===== src/rtl/divider_pkg.sv =====
// Shared definitions for the sequential divider: FSM state encoding and default width.
package divider_pkg;

  typedef enum logic [1:0] {
    IDLE   = 2'd0,
    DIVIDE = 2'd1,
    FIXUP  = 2'd2
  } state_t;

  localparam int NB_DEFAULT = 8;

endpackage


===== src/rtl/div_step.sv =====
// One combinational restoring-division iteration on unsigned magnitudes.
// The partial remainder is shifted left with the next dividend bit appended,
// then the divisor magnitude is trial-subtracted; the quotient bit is set when
// the subtraction does not go negative, otherwise the shifted value is restored.
module div_step #(
  parameter int nb = 8
) (
  input  logic [nb:0]   i_rem,
  input  logic          i_bit,
  input  logic [nb-1:0] i_dsr,
  output logic [nb:0]   o_rem,
  output logic          o_q
);

  logic [nb:0] w_shifted;
  logic [nb:0] w_diff;

  assign w_shifted = {i_rem[nb-1:0], i_bit};
  assign w_diff    = w_shifted - {1'b0, i_dsr};

  // Trial subtract: the full incoming remainder (including its top bit) decides
  // whether the shifted value reaches the divisor magnitude.
  always_comb begin
    o_q   = ({i_rem, i_bit} >= {2'b00, i_dsr});
    o_rem = o_q ? w_diff : w_shifted;
  end

endmodule


===== src/rtl/seq_divider.sv =====
// Sequential signed restoring divider. Truncating quotient and dividend-signed
// remainder, one quotient bit per clock, start/ready handshake.
//
// Handshake: ready is high exactly when the FSM is in IDLE and Quotient,
// Remainder and div_by_zero hold the last completed result. start is sampled
// on every rising edge in any state; a start in DIVIDE or FIXUP aborts the
// in-flight operation and loads the new operands. A and B are sampled only on
// the start edge. A zero divisor completes on the start edge itself, so ready
// never drops for it.
module seq_divider
  import divider_pkg::*;
#(
  parameter int nb = NB_DEFAULT
) (
  input  logic          clk,
  input  logic          rst_n,
  input  logic          start,
  input  logic [nb-1:0] A,
  input  logic [nb-1:0] B,
  output logic [nb-1:0] Quotient,
  output logic [nb-1:0] Remainder,
  output logic          ready,
  output logic          div_by_zero,
  output state_t        dbg_state
);

  localparam int CW = $clog2(nb + 1);

  state_t        r_state;
  state_t        w_next_state;
  logic [CW-1:0] r_cnt;
  logic [nb:0]   r_rem;
  logic [nb-1:0] r_dvd;
  logic [nb-1:0] r_dsr;
  logic          r_sign_q;
  logic          r_sign_r;
  logic [nb-1:0] r_quot;
  logic [nb-1:0] r_remo;
  logic          r_dbz;

  logic [nb-1:0] w_a_mag;
  logic [nb-1:0] w_b_mag;
  logic          w_b_zero;
  logic [nb:0]   w_step_rem;
  logic          w_step_q;
  logic [nb-1:0] w_q_fix;
  logic [nb-1:0] w_r_fix;

  // Magnitudes fit nb-bit unsigned, including |-2^(nb-1)| = 2^(nb-1).
  assign w_a_mag  = A[nb-1] ? (-A) : A;
  assign w_b_mag  = B[nb-1] ? (-B) : B;
  assign w_b_zero = (B == '0);

  // After nb steps r_dvd holds the quotient magnitude and r_rem the remainder magnitude.
  assign w_q_fix = r_sign_q ? (-r_dvd) : r_dvd;
  assign w_r_fix = r_sign_r ? (-r_rem[nb-1:0]) : r_rem[nb-1:0];

  div_step #(.nb(nb)) u_step (
    .i_rem (r_rem),
    .i_bit (r_dvd[nb-1]),
    .i_dsr (r_dsr),
    .o_rem (w_step_rem),
    .o_q   (w_step_q)
  );

  // State register.
  always_ff @(posedge clk) begin
    if (!rst_n) r_state <= IDLE;
    else        r_state <= w_next_state;
  end

  // Next-state logic; start overrides whatever the FSM was doing.
  always_comb begin
    w_next_state = r_state;
    case (r_state)
      IDLE:    w_next_state = IDLE;
      DIVIDE:  if (r_cnt == CW'(1)) w_next_state = FIXUP;
      FIXUP:   w_next_state = IDLE;
      default: w_next_state = IDLE;
    endcase
    if (start) w_next_state = w_b_zero ? IDLE : DIVIDE;
  end

  // Datapath: operand load, iteration registers and result registers.
  always_ff @(posedge clk) begin
    if (!rst_n) begin
      r_cnt    <= '0;
      r_rem    <= '0;
      r_dvd    <= '0;
      r_dsr    <= '0;
      r_sign_q <= 1'b0;
      r_sign_r <= 1'b0;
      r_quot   <= '0;
      r_remo   <= '0;
      r_dbz    <= 1'b0;
    end else if (start) begin
      r_cnt    <= CW'(nb);
      r_rem    <= '0;
      r_dvd    <= w_a_mag;
      r_dsr    <= w_b_mag;
      r_sign_q <= A[nb-1] ^ B[nb-1];
      r_sign_r <= A[nb-1];
      if (w_b_zero) begin
        r_dbz  <= 1'b1;
        r_quot <= '1;
        r_remo <= A;
      end else begin
        r_dbz  <= 1'b0;
      end
    end else begin
      case (r_state)
        DIVIDE: begin
          r_rem <= w_step_rem;
          r_dvd <= {r_dvd[nb-2:0], w_step_q};
          r_cnt <= r_cnt - CW'(1);
        end
        FIXUP: begin
          r_quot <= w_q_fix;
          r_remo <= w_r_fix;
        end
        default: ;
      endcase
    end
  end

  assign Quotient    = r_quot;
  assign Remainder   = r_remo;
  assign div_by_zero = r_dbz;
  assign ready       = (r_state == IDLE);
  assign dbg_state   = r_state;

endmodule


===== config.mk =====
export PLATFORM = sky130hd
export DESIGN_NAME = seq_divider
export DESIGN_NICKNAME = d
export VERILOG_FILES = /design/src/rtl/divider_pkg.sv /design/src/rtl/div_step.sv /design/src/rtl/seq_divider.sv
export SDC_FILE = /design/constraint.sdc
export NUM_CORES = 1
export LEC_CHECK = 0
export ABC_AREA = 1
export BUFFER_PORTS_ARGS = -buffer_cell sky130_fd_sc_hd__buf_4
export CAP_MARGIN = 5
export CORE_MARGIN = 4
export CORE_UTILIZATION = 45
export CTS_BUF_LIST = sky130_fd_sc_hd__clkbuf_8
export DETAILED_ROUTE_END_ITERATION = 12
export REMOVE_ABC_BUFFERS = 1
export SYNTH_ARGS = -nofsm -noshare
export SYNTH_HDL_FRONTEND = slang
export SYNTH_HIERARCHICAL = 1
export SYNTH_SLANG_ARGS = --single-unit

===== constraint.sdc =====
create_clock -name clk -period 2.37 [get_ports clk]
set_input_delay 0.237 -clock clk [delete_from_list [all_inputs] [get_ports clk]]
set_output_delay 0.237 -clock clk [all_outputs]
set_load 0.02 [all_outputs]

== Word level (Yosys, flattened, before mapping) ==
Cells that the tools add are included.
Cells by class
  $add $sub $neg: 6
  reduce and logical (&&, ||, !) cells: 6
  shift-type cells: 0
  bitwise gates (word level): 2
  equality and inequality tests: 5
  magnitude comparators: 1
  div/mod/pow operators: 0
  multiplexer cells: 20
  multipliers: 0
Operator list (count)
  two-way mux 8 bit: 12
  negation 8 bit: 4
  greater-or-equal comparator 10 x 8 -> 1 bit: 1
  two-way mux 9 bit: 1
  subtractor 9 x 8 -> 9 bit: 1
  zero test 8 bit: 1
  two-way mux 4 bit: 2
  two-way mux 2 bit: 3
  == test 4 x 1 -> 1 bit, second input constant: 1
  nonzero test 2 bit: 2
  subtractor 4 x 1 -> 4 bit, second input constant: 1
  != test 3 bit, second input constant: 1
  == test 2 x 1 -> 1 bit, second input constant: 1
  == test 2 bit, second input constant: 1
  zero test 2 bit: 1
  two-way mux 1 bit: 2
  != test 2 x 1 -> 1 bit, second input constant: 1
  AND reduction 2 bit: 1
  OR reduction 2 bit: 1
  inverter 1 bit: 1
  XOR 1 bit: 1
Word-level totals
  ROM bits: 0
  bits of input ports: 19
  latch bits: 0
  register bits: 50
  RAM bits: 0
  logic and storage cells: 51
  memories kept: 0
  output and inout port bits: 20

== Longest topological paths before layout ==
Gate-level depths: netlist (run 1).
  depth after elaboration: 4
  depth in mapped cells: 14
  gate-level depth less buffers: 14

== Hierarchy ==
The synthesis (run 1) kept the hierarchy.
By module, submodules not included
  seq_divider: area an instance 2631.3 µm², instances 1, cells each 391, seq. area each 1001.0 µm²
  div_step: area an instance 665.6 µm², instances 1, cells each 119, seq. area each 0.0 µm²

== Worst setup path before layout (run 1) ==
Ideal clock, no wire load.
  path kind: register to register
  start: register r_dvd[7]
  end: register r_rem[1]
  clock period less this slack: 1.863 ns
  data required time: 2.284 ns
  data arrival time: 1.777 ns
  cell stages (with the launch flop): 14
  slack: 0.507 ns
  path through: dfxtp_1 -> inv_1 -> ha_1 -> inv_1 -> fa_1 -> nand3_1 -> nand3_1 -> nand2_2 -> nand2_4 -> nor2_8 -> nand3_1 -> nand2_1 -> nor2_1 -> a211oi_1
Between the ends
  word-level cells in the longest chain between the ends: 2
  elaborated cells on any way between the ends: 3
Ends and longest elaborated chain
  start, declared: line seq_divider.sv:33  | logic [nb-1:0] r_dvd;
  start signal, assigned: line seq_divider.sv:99  | r_dvd <= w_a_mag;
  start signal, assigned: line seq_divider.sv:114  | r_dvd <= {r_dvd[nb-2:0], w_step_q};
  subtractor 9 x 8 -> 9 bit / greater-or-equal comparator 10 x 8 -> 1 bit (equally long branches): line div_step.sv:19, div_step.sv:24
  two-way mux 9 bit (*): line div_step.sv:25  | o_rem = o_q ? w_diff : w_shifted;
  named net w_step_rem[1]: line seq_divider.sv:44  | logic [nb:0] w_step_rem;
  end signal, assigned: line seq_divider.sv:113  | r_rem <= w_step_rem;
  end, declared: line seq_divider.sv:32  | logic [nb:0] r_rem;
The timed path passes the listed nets; every way through them passes the cells marked *.
A chain may end at the register's enable or synchronous reset.

== Worst setup path after layout (run 1) ==
Ends and elaborated chain as after synthesis.

==> qor.yml, run 1 <==
routing:
  vias: 3252
  drcViolationCount: 0
  ant_nets: 0
  drt-total-wl_microns: 8400
  drt_iter0_markers: 105
  vias_per_cell: 5.08
  dr.pass1.iters: 4
  routedWlPerCell_microns: 13.1
timing:
  fmax_ghz: 0.480
  tns_ns: 0
  finClkSkew_ns: 0.00656
  post-route-period-util_pct: 87.9
  finalCriticalPeriod_ns: 2.08
  relSlewSlack_pct: 68.4
  tightest_slew_ns: 0.472
  finalSetupViolCount: 0
  hold_viol_final: 0
  grt_setup_unrepaired: "no"
  whs_ns: 0.182
  slew_violations: 0
clock_tree:
  clk_latency_ns: 0.31
  hold_buffers: 0
  cts_tree: "done"
  cts_root_buf: "clkbuf_8"
  cts_setup_buffers: 0
  cts_buffers: 5
  cts_resized: 0
  clock_path_buffers: 2
  clk_pin_slew_worst_paths_ns: 0.09
  htree_levels: 2
  cts.sinks: 50
floorplan:
  placementRows: 30
  ioPinCount: 39
  die_area_sq_um: 8760
  core_area_sq_um: 6940
  initial_core_util_pct: 47.5
  die_w_microns: 93.6
  die_h_microns: 93.6
final_layout:
  nNetsFinal: 577
  area_growth_pct: 14.0
  final_cell_area_sq_um: 3760
  ff_latch_area_sq_um: 1000
  fill_cells: 748
  n_antenna_cell: 0
  fin_cells: 640
  drive_gt1_share_pct: 11.9
  multi_input_area_sq_um: 1900
grt:
  grt_max_degree: 23
  grt_pass1_vias: 3066
  grt_overflow: 0
  grtUsageTotal_pct: 20.4
  antenna_found_initial: 0
  grt_pass1_wl_microns: 14400
logic_synthesis:
  syn_area_sq_um: 3300
  synth_top_cell_area_share_pct: 30.4
  synth-edff-count: 0
  yosysMostFrequentCell: "nand2_1"
  yosys-top-cells-count: "125 x nand2_1, 80 x inv_1, 58 x nand3_1"
  yosys_warnings: 6
  synth_area_leaders: "dfxtp_1 30%, nand2_1 14%, inv_1 9.1%"
  synthCells: 510
  ys_seq_area_share_pct: 30.4
  synth.largest_area_cell: "dfxtp_1"
  avgSynthCellArea_sq_um: 6.46
  ys.flop_type: "dfxtp_1"
  synth_cell_types: 39
  synth_seq_cells: 50
  ys_async_sr_fraction_pct: 0
flow_run:
  drv_cap: 0
critical_path:
  slowest_stage: "fa_1"
  start_kind: "flop"
  crit_type: "flop to flop"
  worst_setup_path_end_kind: "flop"
  cp_top_family: "simple AND/OR/NAND/NOR gates"
  critPathMostFrequentCell: "nand3_1"
  arrival_ns: 2.31
  path_max_fanout: 9
  cp_num_buf_inv: 2
  worst_path_largest_cell_delay_ns: 0.42
  crit_required_ns: 2.60
  crit_chain: "inv_1 -> ha_1 -> inv_1 -> fa_1 -> nand3_1 -> nand3_1 -> nand2_2 -> nand2_4 -> nor2_8 -> nand3_1 -> nand2_1 -> nor2_1 -> a211oi_1"
worst_hold_path:
  hp-class: "input port to flop"
run_status:
  outcome: "finished, final reports clean"
power_and_ir_drop:
  cellPowerDensity_nw_per_um2: 562
  p_leak_nw: 1.85
  peakVddDrop_v: 0.000262
placement:
  dp.cells: 632
  gp_congestion: 0.837
  postPlaceCellArea_sq_um: 3650
  dp_hpwl_microns: 6490
  portBuffers: 38
-- per-stage QoR --
| stage | utilization, % | setup slack [ns] | power, mW |
|---|---|---|---|
| after global routing | 54.1 | 0.0430 | 2.24 |
| after floorplan | - | 0.489 | 1.35 |
| after CTS | 54.1 | 0.288 | 2.12 |
| after detailed placement | 52.6 | 0.319 | 1.52 |
| final | 54.1 | 0.287 | 2.11 |
| after global placement | 52.6 | 0.380 | 1.51 |
-- where the power goes --
part           internal, mW  switching, mW  leakage [nW]  total, mW
sequential            0.880         0.0387         0.409      0.919
clock                 0.308          0.301        0.0607      0.610
combinational         0.213          0.369          1.38      0.582
total                  1.40          0.709          1.85       2.11
-- layout make-up --
type | count | share of cell area (%)
Inverter | 84 | 8.39
Multi-Input combinational cell | 360 | 50.5
Tap cell | 96 | 3.20
Sequential cell | 50 | 26.6
Timing Repair Buffer | 42 | 8.39
Clock inverter | 3 | 0.999
Clock buffer | 5 | 1.83
-- layout by cell type (no fill, tap or decap) --
cell type  synthesis  routed
o211ai_1           2       2
nor3_1             2       2
xor2_1             5       5
inv_2              3       3
nor2_1            37      37
nand2_1          125     125
inv_1             80      82
nor2_4             1       1
a21oi_1           32      32
nand3b_1           5       5
nand2_4            1       1
a211oi_1           2       2
o21a_1             1       1
fa_1               1       1
clkinv_1           1       1
a21oi_4            1       1
nor2_8             1       1
a31oi_4            1       1
buf_4              0      42
or2_2              1       1
a22oi_1            1       1
a32o_1             1       1
nand4_1            6       6
o22ai_1            6       6
nand3_2            2       2
nand3_1           58      58
o21ai_1            1       1
clkbuf_8           0       5
ha_1              14      14
o21ai_0           40      40
o21bai_1           3       3
o31ai_1            1       1
nand4_4            1       1
bufinv_16          0       1
a31oi_1            2       2
nand2_2            4       4
nor3_4             1       1
dfxtp_1           50      50
a21boi_0           1       1
-- final timing paths --
| path | startpoint | cells after the start | end | slack [ns] |
|---|---|---|---|---|
| max | r_dvd[7] | 13 | r_rem[1] | 0.29 |
| min reg2reg | r_dsr[3] | 2 | r_dsr[3] | 0.47 |
| max reg2reg | r_dvd[7] | 13 | r_rem[1] | 0.29 |
| min | B[6] | 3 | r_dsr[6] | 0.18 |
-- worst register-to-register path, stage by stage (launching register included) --
cell      delay (ns)
dfxtp_1         0.35
inv_1           0.07
ha_1            0.14
inv_1           0.07
fa_1            0.42
nand3_1         0.11
nand3_1         0.12
nand2_2         0.14
nand2_4         0.08
nor2_8          0.14
nand3_1         0.09
nand2_1         0.07
nor2_1          0.04
a211oi_1        0.16
-- cells by family after synthesis --
group,synth area share [%]
XOR/XNOR,1.33
buffers and inverters,12.0
flip-flops,30.4
adder cells (fa/ha/maj),5.92
AO/OA/AOI/OAI,16.5
AND/OR/NAND/NOR,33.8
-- flip-flops by register name, indices dropped and copies added, names as in the netlist --
name / cells
Quotient: 8
r_sign_r: 1
r_dvd: 8
div_by_zero: 1
r_rem: 9
r_cnt: 4
Remainder: 8
dbg_state: 2
r_sign_q: 1
r_dsr: 8
-- layer usage --
| metal | global-route usage, % | vias to the layer above | share of wire (%) |
|---|---|---|---|
| met4 | 4.69 | 0 | 1.1 |
| met3 | 2.65 | 8 | 1.8 |
| met2 | 34.4 | 33 | 48 |
| met5 | 0 | - | 0 |
| met1 | 27.6 | 1489 | 49 |
| li1 | - | 1722 | - |
Note: power is estimated with default switching activity, not from simulation.
==> inputs of run 2 (changes only) <==
- CORE_MARGIN: 4 -> not set
- MAX_ROUTING_LAYER: not set -> met4
- SYNTH_HIERARCHICAL: 1 -> not set
==> qor.yml, run 2 <==
run_status:
  outcome: "finished, final reports clean"  # unchanged
critical_path:
  crit_chain: "inv_1 -> ha_1 -> inv_1 -> fa_1 -> nand3_1 -> nand3_1 -> nand2_1 -> nand4_2 -> nand2_1 -> o211ai_2 -> nand2_1 -> inv_1"  # was inv_1 -> ha_1 -> inv_1 -> fa_1 -> nand3_1 -> nand3_1 -> nand2_2 -> nand2_4 -> nor2_8 -> nand3_1 -> nand2_1 -> nor2_1 -> a211oi_1
  reg2reg_depth: 12  # was 13
  worst_setup_path_end_kind: "flop"  # unchanged
  cp.depth: 12  # was 13
  path_max_fanout: 14  # was 9
  start_kind: "flop"  # unchanged
  slowest_stage: "fa_1"  # unchanged
  worst_path_largest_cell_delay_ns: 0.42  # about the same
  cp_num_buf_inv: 3  # was 2
  crit_required_ns: 2.58  # was 2.60 ns
  crit_type: "flop to flop"  # unchanged
  cp_top_family: "simple AND/OR/NAND/NOR gates"  # unchanged
  arrival_ns: 2.37  # was 2.31 ns
final_layout:
  largest_register_ff_count: 9  # unchanged
  top_register: "r_rem"  # unchanged
  nNetsFinal: 527  # was 577
  area_growth_pct: 13.7  # was 14.0%
  fill_cells: 690  # was 748
  n_antenna_cell: 0  # unchanged
  layout_common_cells: "89 x nand2_1, 76 x inv_1, 50 x dfxtp_1"  # was 125 x nand2_1, 82 x inv_1, 58 x nand3_1
  final_common_cell: "nand2_1"  # unchanged
  drive_gt1_share_pct: 14.6  # was 11.9%
grt:
  grt_pass1_wl_microns: 12600  # was 14,400 microns
  grt_use_met2_pct: 34.9  # was 34.4%
  grt_overflow: 0  # unchanged
  grtUsageTotal_pct: 22.2  # was 20.4%
  grt_max_degree: 27  # was 23
  grt.met3_usage_pct: 3.18  # was 2.65%
  grt_pass1_vias: 2678  # was 3,066
  met1_usage_pct: 30.8  # was 27.6%
  grt-busiest-layer: "met2"  # unchanged
  antenna_found_initial: 0  # unchanged
worst_hold_path:
  min_delay_path_depth: 3  # unchanged
  hp-class: "input port to flop"  # unchanged
routing:
  drt_iter0_markers: 160  # was 105
  routedWlPerCell_microns: 13.1  # about the same
  vias: 3036  # was 3,252
  dr.pass1.iters: 5  # was 4
  drt-total-wl_microns: 7710  # was 8400 microns
  vias_per_cell: 5.15  # was 5.08
  drcViolationCount: 0  # unchanged
  ant_nets: 0  # unchanged
power_and_ir_drop:
  cellPowerDensity_nw_per_um2: 545  # was 562 nW/um^2
  peakVddDrop_v: 0.000250  # was 0.000262 V
  p_leak_nw: 1.70  # was 1.85 nW
logic_synthesis:
  synthCells: 459  # was 510
  yosys-top-cells-count: "89 x nand2_1, 75 x inv_1, 50 x dfxtp_1"  # was 125 x nand2_1, 80 x inv_1, 58 x nand3_1
  avgSynthCellArea_sq_um: 6.86  # was 6.46 sq um
  syn_area_sq_um: 3150  # was 3300 sq um
  synth_seq_cells: 50  # unchanged
  synth_cell_types: 43  # was 39
  ys.flop_type: "dfxtp_1"  # unchanged
  yosys_warnings: 0  # was 6
  synth-edff-count: 0  # unchanged
  synth.largest_area_cell: "dfxtp_1"  # unchanged
  ys_seq_area_share_pct: 31.8  # was 30.4%
  synth_top_cell_area_share_pct: 31.8  # was 30.4%
  synth_area_leaders: "dfxtp_1 32%, nand2_1 11%, inv_1 8.9%"  # was dfxtp_1 30%, nand2_1 14%, inv_1 9.1%
  yosysMostFrequentCell: "nand2_1"  # unchanged
  ys_async_sr_fraction_pct: 0  # unchanged
clock_tree:
  cts_resized: 0  # unchanged
  htree_levels: 2  # unchanged
  cts_buffers: 5  # unchanged
  cts_setup_buffers: 0  # unchanged
  hold_buffers: 0  # unchanged
  clock_path_buffers: 2  # unchanged
  clk_pin_slew_worst_paths_ns: 0.10  # was 0.09 ns
  cts_root_buf: "clkbuf_8"  # unchanged
  cts.sinks: 50  # unchanged
  clk_latency_ns: 0.30  # was 0.31 ns
  cts_tree: "done"  # unchanged
placement:
  portBuffers: 38  # unchanged
  dp_hpwl_microns: 5960  # was 6490 microns
  gp_congestion: 0.922  # was 0.837
flow_run:
  drv_cap: 0  # unchanged
floorplan:
  placementRows: 30  # unchanged
  ioPinCount: 39  # unchanged
  die_h_microns: 85.7  # was 93.6 microns
  die_w_microns: 85.7  # was 93.6 microns
  die_area_sq_um: 7340  # was 8760 sq um
  initial_core_util_pct: 46.4  # was 47.5%
  core_area_sq_um: 6790  # was 6940 sq um
timing:
  finalCriticalPeriod_ns: 2.16  # was 2.08 ns
  tightest_slew_ns: 0.541  # was 0.472 ns
  fmax_ghz: 0.462  # was 0.480 GHz
  grt_setup_unrepaired: "no"  # unchanged
  whs_ns: 0.231  # was 0.182 ns
  hold_viol_final: 0  # unchanged
  tns_ns: 0  # unchanged
  relSlewSlack_pct: 63.9  # was 68.4%
  slew_violations: 0  # unchanged
  finalSetupViolCount: 0  # unchanged
  post-route-period-util_pct: 91.2  # was 87.9%
  finClkSkew_ns: 0.00742  # was 0.00656 ns
## run 2: area by class of cell
type	instances	area, sq um	area share (%)
Tap cell	96	120	3.36
Sequential cell	50	1000	28.0
Multi-Input combinational cell	315	1760	49.1
Clock inverter	2	8.76	0.245
Clock buffer	6	82.6	2.31
Timing Repair Buffer	41	308	8.60
Inverter	80	300	8.39
## run 2: metal layers
metal  up-vias  wire length (microns)
li1       1571                      -
met1      1374                   3830
met2        85                   3480
met3         6                    358
met4         0                     49
met5         -                      0
## run 2: final timing paths
kind / startpoint / to / slack (ns)
setup / recovery: r_dvd[7] / r_rem[1] / 0.21
hold / removal: B[1] / r_dsr[1] / 0.23
setup reg to reg: r_dvd[7] / r_rem[1] / 0.21
hold reg to reg: div_by_zero / div_by_zero / 0.48
## run 2: worst reg2reg max path, cell delays in order (launching register included)
cell and delay [ns]:
dfxtp_1 0.33, inv_1 0.10, ha_1 0.15, inv_1 0.07, fa_1 0.42, nand3_1 0.09, nand3_1 0.10, nand2_1 0.11
nand4_2 0.31, nand2_1 0.19, o211ai_2 0.09, nand2_1 0.08, inv_1 0.03
## run 2: metrics by stage
step / utilization, % / area [sq um] / std cells / total power, mW / setup WS (ns)
after global routing: 52.7 / 3580 / 590 / 2.07 / 0.0116
after global placement: 51.3 / 3490 / 582 / 1.44 / 0.302
after CTS: 52.7 / 3580 / 590 / 1.96 / 0.209
after floorplan: - / 3060 / 445 / 1.30 / 0.486
final: 52.7 / 3580 / 590 / 1.95 / 0.207
after detailed placement: 51.3 / 3490 / 582 / 1.45 / 0.226
## run 2: cell families (layout without fill, tap and decap cells)
kind of cell / count (synthesis) / count (layout) / share of synthesized area (%)
adders and majority gates: 15 / 15 / 6.20
buffers and inverters: 94 / 129 / 12.4
xor gates and xnor gates: 11 / 11 / 3.06
DFF: 50 / 50 / 31.8
and+or+nand+nor: 182 / 182 / 26.6
AOI/OAI and AO/OA: 107 / 107 / 20.0
## run 2: power by group
part	switching, mW	internal [mW]
Clock	0.285	0.232
Combinational	0.342	0.187
Sequential	0.0292	0.875
Total	0.656	1.29
